`src/rtl/seq_pattern_gen.sv`:
```
// Serial pattern transmitter: loads a parallel pattern and shifts it out MSB-first with optional repeats/gaps.
// Optional even-parity bit per repetition when SEQ_PARITY_EN is defined.
module seq_pattern_gen #(
  parameter int MAX_LEN = 16,
  parameter int LEN_W   = 4,
  parameter int REP_W   = 4,
  parameter int GAP_CYC = 2
) (
  input  logic               clk,
  input  logic               rst_n,
  input  logic               load_valid,
  output logic               load_ready,
  input  logic [MAX_LEN-1:0] load_pattern,
  input  logic [LEN_W-1:0]   load_len,
  input  logic [REP_W-1:0]   load_rep,
  input  logic               abort,
  output logic               c_out,
  output logic               c_valid,
  output logic               busy,
  output logic               done
);

  localparam int GAP_W = (GAP_CYC > 1) ? $clog2(GAP_CYC) : 1;
  localparam logic [LEN_W-1:0] LEN_MAX  = LEN_W'(MAX_LEN - 1);
  localparam logic [GAP_W-1:0] GAP_LAST = GAP_W'((GAP_CYC > 0) ? GAP_CYC - 1 : 0);

`ifdef SEQ_PARITY_EN
  typedef enum logic [1:0] {IDLE, SEND, GAP, PAR} state_t;
`else
  typedef enum logic [1:0] {IDLE, SEND, GAP} state_t;
`endif

  state_t             state_q, state_n;
  logic [MAX_LEN-1:0] shift_q, shift_n;
  logic [MAX_LEN-1:0] hold_shift_q;
  logic [LEN_W-1:0]   hold_len_q;
  logic [LEN_W-1:0]   bit_cnt_q, bit_cnt_n;
  logic [REP_W-1:0]   rep_cnt_q, rep_cnt_n;
  logic [GAP_W-1:0]   gap_cnt_q, gap_cnt_n;
  logic               c_out_n, c_valid_n, done_n;
  logic               accept, rep_end, reload;
`ifdef SEQ_PARITY_EN
  logic               par_q, par_n;
`endif

  assign load_ready = (state_q == IDLE);
  assign accept     = load_ready && load_valid;

  always_comb begin
    state_n   = state_q;
    shift_n   = shift_q;
    bit_cnt_n = bit_cnt_q;
    rep_cnt_n = rep_cnt_q;
    gap_cnt_n = gap_cnt_q;
    c_out_n   = 1'b0;
    c_valid_n = 1'b0;
    done_n    = 1'b0;
    rep_end   = 1'b0;
    reload    = 1'b0;
`ifdef SEQ_PARITY_EN
    par_n     = par_q;
`endif
    if (abort && state_q != IDLE) begin
      state_n = IDLE;
    end else begin
      unique case (state_q)
        IDLE: begin
          if (load_valid) begin
            state_n   = SEND;
            // Left-align so bit [load_len] lands on the MSB.
            shift_n   = load_pattern << (LEN_MAX - load_len);
            bit_cnt_n = load_len;
            rep_cnt_n = load_rep;
`ifdef SEQ_PARITY_EN
            par_n     = 1'b0;
`endif
          end
        end
        SEND: begin
          shift_n = shift_q << 1;
`ifdef SEQ_PARITY_EN
          par_n   = par_q ^ shift_q[MAX_LEN-1];
`endif
          if (bit_cnt_q == '0) begin
`ifdef SEQ_PARITY_EN
            state_n   = PAR;
            c_valid_n = 1'b1;
            c_out_n   = par_n;
`else
            rep_end   = 1'b1;
`endif
          end else begin
            bit_cnt_n = bit_cnt_q - 1'b1;
          end
        end
        GAP: begin
          if (gap_cnt_q == '0) reload = 1'b1;
          else gap_cnt_n = gap_cnt_q - 1'b1;
        end
`ifdef SEQ_PARITY_EN
        PAR: rep_end = 1'b1;
`endif
        default: state_n = IDLE;
      endcase

      if (rep_end) begin
        if (rep_cnt_q == '0) begin
          state_n = IDLE;
          done_n  = 1'b1;
        end else if (GAP_CYC > 0) begin
          state_n   = GAP;
          gap_cnt_n = GAP_LAST;
        end else begin
          reload = 1'b1;
        end
      end

      if (reload) begin
        state_n   = SEND;
        shift_n   = hold_shift_q;
        bit_cnt_n = hold_len_q;
        rep_cnt_n = rep_cnt_q - 1'b1;
`ifdef SEQ_PARITY_EN
        par_n     = 1'b0;
`endif
      end

      // Output registers show the bit that the next state presents.
      if (state_n == SEND) begin
        c_valid_n = 1'b1;
        c_out_n   = shift_n[MAX_LEN-1];
      end
    end
  end

  always_ff @(posedge clk or negedge rst_n) begin
    if (!rst_n) begin
      state_q      <= IDLE;
      shift_q      <= '0;
      hold_shift_q <= '0;
      hold_len_q   <= '0;
      bit_cnt_q    <= '0;
      rep_cnt_q    <= '0;
      gap_cnt_q    <= '0;
      c_out        <= 1'b0;
      c_valid      <= 1'b0;
      busy         <= 1'b0;
      done         <= 1'b0;
`ifdef SEQ_PARITY_EN
      par_q        <= 1'b0;
`endif
    end else begin
      state_q   <= state_n;
      shift_q   <= shift_n;
      bit_cnt_q <= bit_cnt_n;
      rep_cnt_q <= rep_cnt_n;
      gap_cnt_q <= gap_cnt_n;
      c_out     <= c_out_n;
      c_valid   <= c_valid_n;
      busy      <= (state_n != IDLE);
      done      <= done_n;
`ifdef SEQ_PARITY_EN
      par_q     <= par_n;
`endif
      if (accept) begin
        hold_shift_q <= shift_n;
        hold_len_q   <= load_len;
      end
    end
  end

endmodule

```
`config.mk`:
```
export PLATFORM = sky130hd
export DESIGN_NAME = seq_pattern_gen
export DESIGN_NICKNAME = d
export VERILOG_FILES = /design/src/rtl/seq_pattern_gen.sv
export SDC_FILE = /design/constraint.sdc
export NUM_CORES = 1
export LEC_CHECK = 0
export BUFFER_PORTS_ARGS = -buffer_cell sky130_fd_sc_hd__buf_2
export CAP_MARGIN = 20
export CELL_PAD_IN_SITES_DETAIL_PLACEMENT = 1
export CELL_PAD_IN_SITES_GLOBAL_PLACEMENT = 2
export CORE_UTILIZATION = 39
export DETAILED_ROUTE_END_ITERATION = 10
export GPL_ROUTABILITY_DRIVEN = 0
export PLACE_DENSITY_LB_ADDON = 0.2
export SYNTH_ARGS = -nofsm -noshare
export SYNTH_HDL_FRONTEND = slang
export SYNTH_SLANG_ARGS = --single-unit
```
`constraint.sdc`:
```
create_clock -name clk -period 5.1 [get_ports clk]
set_input_delay 0.255 -clock clk [delete_from_list [all_inputs] [get_ports clk]]
set_output_delay 0.255 -clock clk [all_outputs]
set_load 0.05 [all_outputs]
```
# --- Word-level counts from Yosys, hierarchy flattened ---
# Cells that the tools add are included.
word_totals:
  ff_bits: 51
  inputBits: 28
  out_inout_bits: 5
  elab_cells: 70
op_classes:
  n_addsub: 4
  eq_ne: 5
  shift: 1
  mux: 35
  n_bitwise: 1
  n_reduce_logical: 13
op_table:
  columns: ["op", "count"]
  rows:
  - ["two-way mux 16 bit", 3]
  - ["case mux 16 bit (2 select lines)", 1]
  - ["two-way mux 4 bit", 6]
  - ["two-way mux 1 bit", 17]
  - ["<< shifter 16 x 4 -> 16 bit", 1]
  - ["two-way mux 2 bit", 6]
  - ["logical NOT 4 bit", 2]
  - ["case mux 4 bit (2 select lines)", 1]
  - ["nonzero test 2 bit", 4]
  - ["subtractor 4 x 1 -> 4 bit, second input constant", 2]
  - ["equality test 2 x 1 -> 1 bit, second input constant", 2]
  - ["case mux 2 bit (2 select lines)", 1]
  - ["AND reduction 4 bit", 1]
  - ["subtractor 4 bit, first input constant", 1]
  - ["!= test 3 x 2 -> 1 bit, second input constant", 1]
  - ["!= test 3 bit, second input constant", 1]
  - ["AND reduction 3 bit", 1]
  - ["nonzero test 3 bit", 1]
  - ["equality test 2 bit, second input constant", 1]
  - ["logical AND 1 bit", 2]
  - ["logical NOT 2 bit", 1]
  - ["OR reduction 2 bit", 1]
  - ["inverter 1 bit", 1]
  - ["subtractor 1 bit, second input constant", 1]

# --- Depth between registers and ports, before layout ---
logic_depth:
  ltp_word: 10
  mapped_depth: 8
  depth_no_buf: 7

# --- Worst setup path before layout ---
# No wires, ideal clock.
synth_path:
  kind: "reg-to-reg"
  from: "register state_q[1]"
  to: "register shift_q[12]"
  setup_ns: 0.141
  arrival_time_ns: 1.741
  required_time_ns: 4.959
  setup_slack_ns: 3.217
  path_stages_with_launch: 7
  path_buffers: 2
  synth_period_minus_slack_ns: 1.883
  path_cell_list: "dfrtp_1 -> buf_2 -> clkbuf_1 -> nor2_1 -> a21oi_1 -> nand2_1 -> o2111ai_1"
synth_between:
  word_cells_on_any_way: 10
  classes_between: "eq/ne (2); mux (5); reduce/logical (3)"
synth_lines:
  columns: ["item", "line", "source"]
  rows:
  - ["start: declaration", "33", "state_t state_q, state_n;"]
  - ["start signal: assignment", "153", "state_q <= state_n;"]
  - ["logical NOT 2 bit", null, null]
  - ["net load_ready", "12", "output logic load_ready,"]
  - ["case mux 16 bit (2 select lines)", "66", "unique case (state_q)"]
  - ["two-way mux 16 bit", "118", "if (reload) begin"]
  - ["two-way mux 16 bit", "63", "if (abort && state_q != IDLE) begin"]
  - ["net shift_n[12]", "34", "logic [MAX_LEN-1:0] shift_q, shift_n;"]
  - ["end signal: assignment", "154", "shift_q <= shift_n;"]
  - ["end: declaration", "34", null]
# The timed path passes the listed nets, and every way through them passes these cells. The select of a mux whose other input is x is not followed.
# A chain may end at the register's enable or synchronous reset.

# --- Final worst setup path ---
layout_path:
  from: "register state_q[1]"
  to: "register bit_cnt_q[1]"
layout_between:
  elab_chain_len: 5
  word_cells_on_any_way: 14
  classes_between: "eq/ne (4); mux (4); bitwise (1); reduce/logical (5)"
layout_lines:
  columns: ["item", "line", "source"]
  rows:
  - ["equality test 2 bit", "66", null]
  - ["two-way mux 1 bit", "66", null]
  - ["two-way mux 1 bit", "63", null]
  - ["!= test 3 bit (no source line) (tied with other cells)", null, null]
  - ["AND reduction 4 bit (no source line)", null, null]
  - ["end signal: assignment", "155", "bit_cnt_q <= bit_cnt_n;"]
  - ["end: declaration", "37", "logic [LEN_W-1:0] bit_cnt_q, bit_cnt_n;"]
# Several ways; a longest one is shown, not always the timed one. The select of a mux whose other input is x is not followed.

==> impl_metrics.csv <==
group,metric,value,unit
timing,setup_viol,0,
logic_synthesis,async_reset_ff_frac,1.00,
finish,drive_gt1_frac,0.209,
timing,tns,0,ns
timing,timing.final.crit_share,0.561,
logic_synthesis,synth_warnings,0,
logic_synthesis,syn_inst,352,
route,wl_per_cell,20.3,µm
floorplanning,die_w,92.0,µm
clock_tree,clock_path_buffers,2,
power,powerDensity,437,nW/µm²
power,power.leakage,1.49,nW
logic_synthesis,ys.flop_type,"dfrtp_1",
clock_tree,clk_latency,0.32,ns
grt,grt_pass1_wl,16300,µm
route,drc,0,
worst_setup_path,critPathCaptureType,"flip-flop",
worst_setup_path,crit_start,"state_q[1]",
timing,slew_viol_final,0,
timing,fin_skew,0.0123,ns
hold_path,min_path_type,"in -> async",
worst_setup_path,worstPathCellList,"nor3b_2 -> buf_4 -> a21oi_1 -> o21ai_1 -> o211ai_1 -> o21ai_0",
worst_setup_path,crit_buf_inv,1,
finish,nets,404,
route,viasPerCell,5.93,
timing,max_freq,0.350,GHz
route,drt_iter0_markers,197,
finish,syn_to_final_growth,10.3,%
grt,grt_start_max_net_pins,52,
timing,slew_headroom,0.415,
logic_synthesis,ys_seq_elements,51,
clock_tree,cts.clk_slew.worst_paths,0.10,ns
route,vias,2823,
worst_setup_path,reg2reg_from,"state_q[1]",
floorplanning,rows,32,
floorplanning,core-area,7770,µm²
run_status,status,"finished clean",
grt,antenna_found_initial,0,
power,irDropWorstVdd,0.000213,V
floorplanning,die_h,92.0,µm
floorplanning,io_pins,33,
clock_tree,holdBufCountCts,0,
timing,fin_crit,2.86,ns
run,drv_cap,0,
worst_setup_path,crit_type,"reg -> reg",
clock_tree,root_buffer,"clkbuf_8",
timing,max_slew.worst_pin.slew,0.878,ns
logic_synthesis,synth_cell_types,55,
route,drtPass1Iterations,5,
clock_tree,postCtsResizedCells,0,
placed_design,hpwl,7100,µm
worst_setup_path,cp-start-kind,"flip-flop",
floorplanning,die_area,8460,µm²
worst_setup_path,slowest_stage,"dfrtp_1",
finish,design_area,3480,µm²
clock_tree,tritoncts,"built",
clock_tree,postCtsSetupRepairBufs,0,
placed_design,place_area,3370,µm²
grt,grt-ovfl-total,0,
clock_tree,cts-htree-levels,2,
grt,grt_pass1_vias,3011,
worst_setup_path,cp.arrival,3.09,ns
timing,hold_viol_final,0,
logic_synthesis,avgSynthCellArea,8.97,µm²
finish,num_antenna_cells,0,
worst_setup_path,worst_ep_required_time,5.33,ns
clock_tree,cts_sinks,51,
floorplanning,start_util,0.407,
route,routed_wl,9670,µm
finish,fill_cells,959,
worst_setup_path,worstPathMaxFanout,27,
clock_tree,cts_buffers,5,
worst_setup_path,cp_top_family,"compound AO/OA/AOI/OAI gates",
timing,rsz0062_at_grt,"no",
logic_synthesis,yosysSeqAreaShare,0.404,
route,final_antenna_net_count,0,
logic_synthesis,syn-num-nets,383,
logic_synthesis,synth_edf_count,0,
grt,grt_usage,0.250,
logic_synthesis,syn-cell-area,3160,µm²
worst_setup_path,max_stage_delay,0.85,ns
placed_design,port_buffers,32,
[worst reg2reg max path, stage by stage (launching register included)]
cell and delay [ns]:
dfrtp_1 0.85, nor3b_2 0.64, buf_4 0.29, a21oi_1 0.08
o21ai_1 0.62, o211ai_1 0.18, o21ai_0 0.12
[sequential cells by signal, indices dropped and copies added, names as in the netlist, 2 cells and up]
register / cells
hold_len_q: 4
shift_q: 16
rep_cnt_q: 4
bit_cnt_q: 4
hold_shift_q: 16
state_q: 2
[cell usage after synthesis (2+ instances only)]
cell type	instances	area, µm²
buf_1	2	7.51
mux2_2	16	180
o21ai_0	36	180
dfrtp_1	51	1280
nor2_1	21	78.8
o22ai_1	16	100
or2_2	3	18.8
ha_1	3	37.5
o21ai_1	6	30.0
a211oi_1	3	22.5
a21oi_1	27	135
o211ai_1	6	45.0
a221oi_1	4	35.0
nand3b_1	2	15.0
o311ai_0	2	17.5
buf_2	10	50.1
a22o_1	3	26.3
a31oi_1	3	18.8
inv_1	6	22.5
o31ai_1	2	15.0
mux4_2	4	90.1
mux2i_1	8	80.1
a22oi_1	6	45.0
nand3_1	14	70.1
o21a_1	2	15.0
nand2_1	47	176
a21o_1	3	22.5
nor3_1	6	30.0
nand2b_1	4	25.0
nor3b_1	2	15.0
clkbuf_1	10	37.5
[routing by layer]
metal  vias up  wire, µm  share of wire  track usage
li1       1340         -              -            -
met5         -         0              0            0
met4         0        76         0.0079       0.0521
met2        64      4540           0.47        0.405
met1      1412      4680           0.48        0.359
met3         7       380          0.039       0.0299
[per-stage QoR]
step / setup slack (ns) / total power, W / cells / hold WS [ns] / utilization
2_1_floorplan: 3.22 / 0.00104 / 352 / -0.0406 / -
3_3_place_gp: 2.34 / 0.00121 / 468 / 0.419 / 0.434
3_5_place_dp: 2.28 / 0.00122 / 468 / 0.425 / 0.434
4_1_cts: 2.25 / 0.00153 / 476 / 0.0806 / 0.449
5_1_grt: 1.98 / 0.00163 / 476 / 0.107 / 0.449
6_report: 2.24 / 0.00152 / 476 / 0.0431 / 0.449
[final cells by class]
| type | instances | area [µm²] | area share |
|---|---|---|---|
| Multi-Input combinational cell | 271 | 1740 | 0.499 |
| Clock buffer | 5 | 68.8 | 0.0197 |
| Sequential cell | 51 | 1280 | 0.366 |
| Tap cell | 102 | 128 | 0.0366 |
| Inverter | 6 | 22.5 | 0.00646 |
| Timing Repair Buffer | 38 | 205 | 0.0589 |
| Clock inverter | 3 | 46.3 | 0.0133 |
[logic make-up after synthesis]
family / share of synthesized area
muxes: 0.116
and+or+nand+nor: 0.162
xor gates and xnor gates: 0.00555
AOI/OAI and AO/OA: 0.254
buffers and inverters: 0.0471
DFF: 0.404
adders and majority gates: 0.0119
[layout by cell type, fill, tap and decap left out, types with 2 or more instances in the layout]
cell	synthesis	routed
nand2_1	47	47
clkbuf_8	0	5
o31ai_1	2	2
mux2i_1	8	8
o211ai_1	6	6
buf_2	10	32
nand3b_1	2	2
inv_1	6	6
a31oi_1	3	3
o21a_1	2	2
or2_2	3	3
nor2_1	21	21
nand3_1	14	14
mux2_2	16	16
o22ai_1	16	16
a22o_1	3	3
o21ai_1	6	6
a21oi_1	27	27
nand2b_1	4	4
o311ai_0	2	2
a21o_1	3	3
nor3_1	6	6
a211oi_1	3	3
mux4_2	4	4
o21ai_0	36	36
a22oi_1	6	6
buf_4	0	6
a221oi_1	4	4
dfrtp_1	51	51
ha_1	3	3
[report_power, final]
part	leakage [nW]	switching [W]	internal, W	total (W)
clock	0.0548	0.000155	0.000148	0.000304
sequential	0.640	0.000135	0.000539	0.000673
combinational	0.795	0.000332	0.000215	0.000546
total	1.49	0.000622	0.000902	0.00152
[final timing paths]
check	cells after the start	slack [ns]	to
setup / recovery	6	2.24	bit_cnt_q[1]
hold / removal	2	0.04	shift_q[6]
setup reg to reg	6	2.24	bit_cnt_q[1]
hold reg to reg	2	0.49	hold_shift_q[8]
max in group asynchronous	2	4.61	shift_q[12]
min in group clk	3	0.20	rep_cnt_q[0]
No activity file was read; power rests on OpenSTA's default activity.
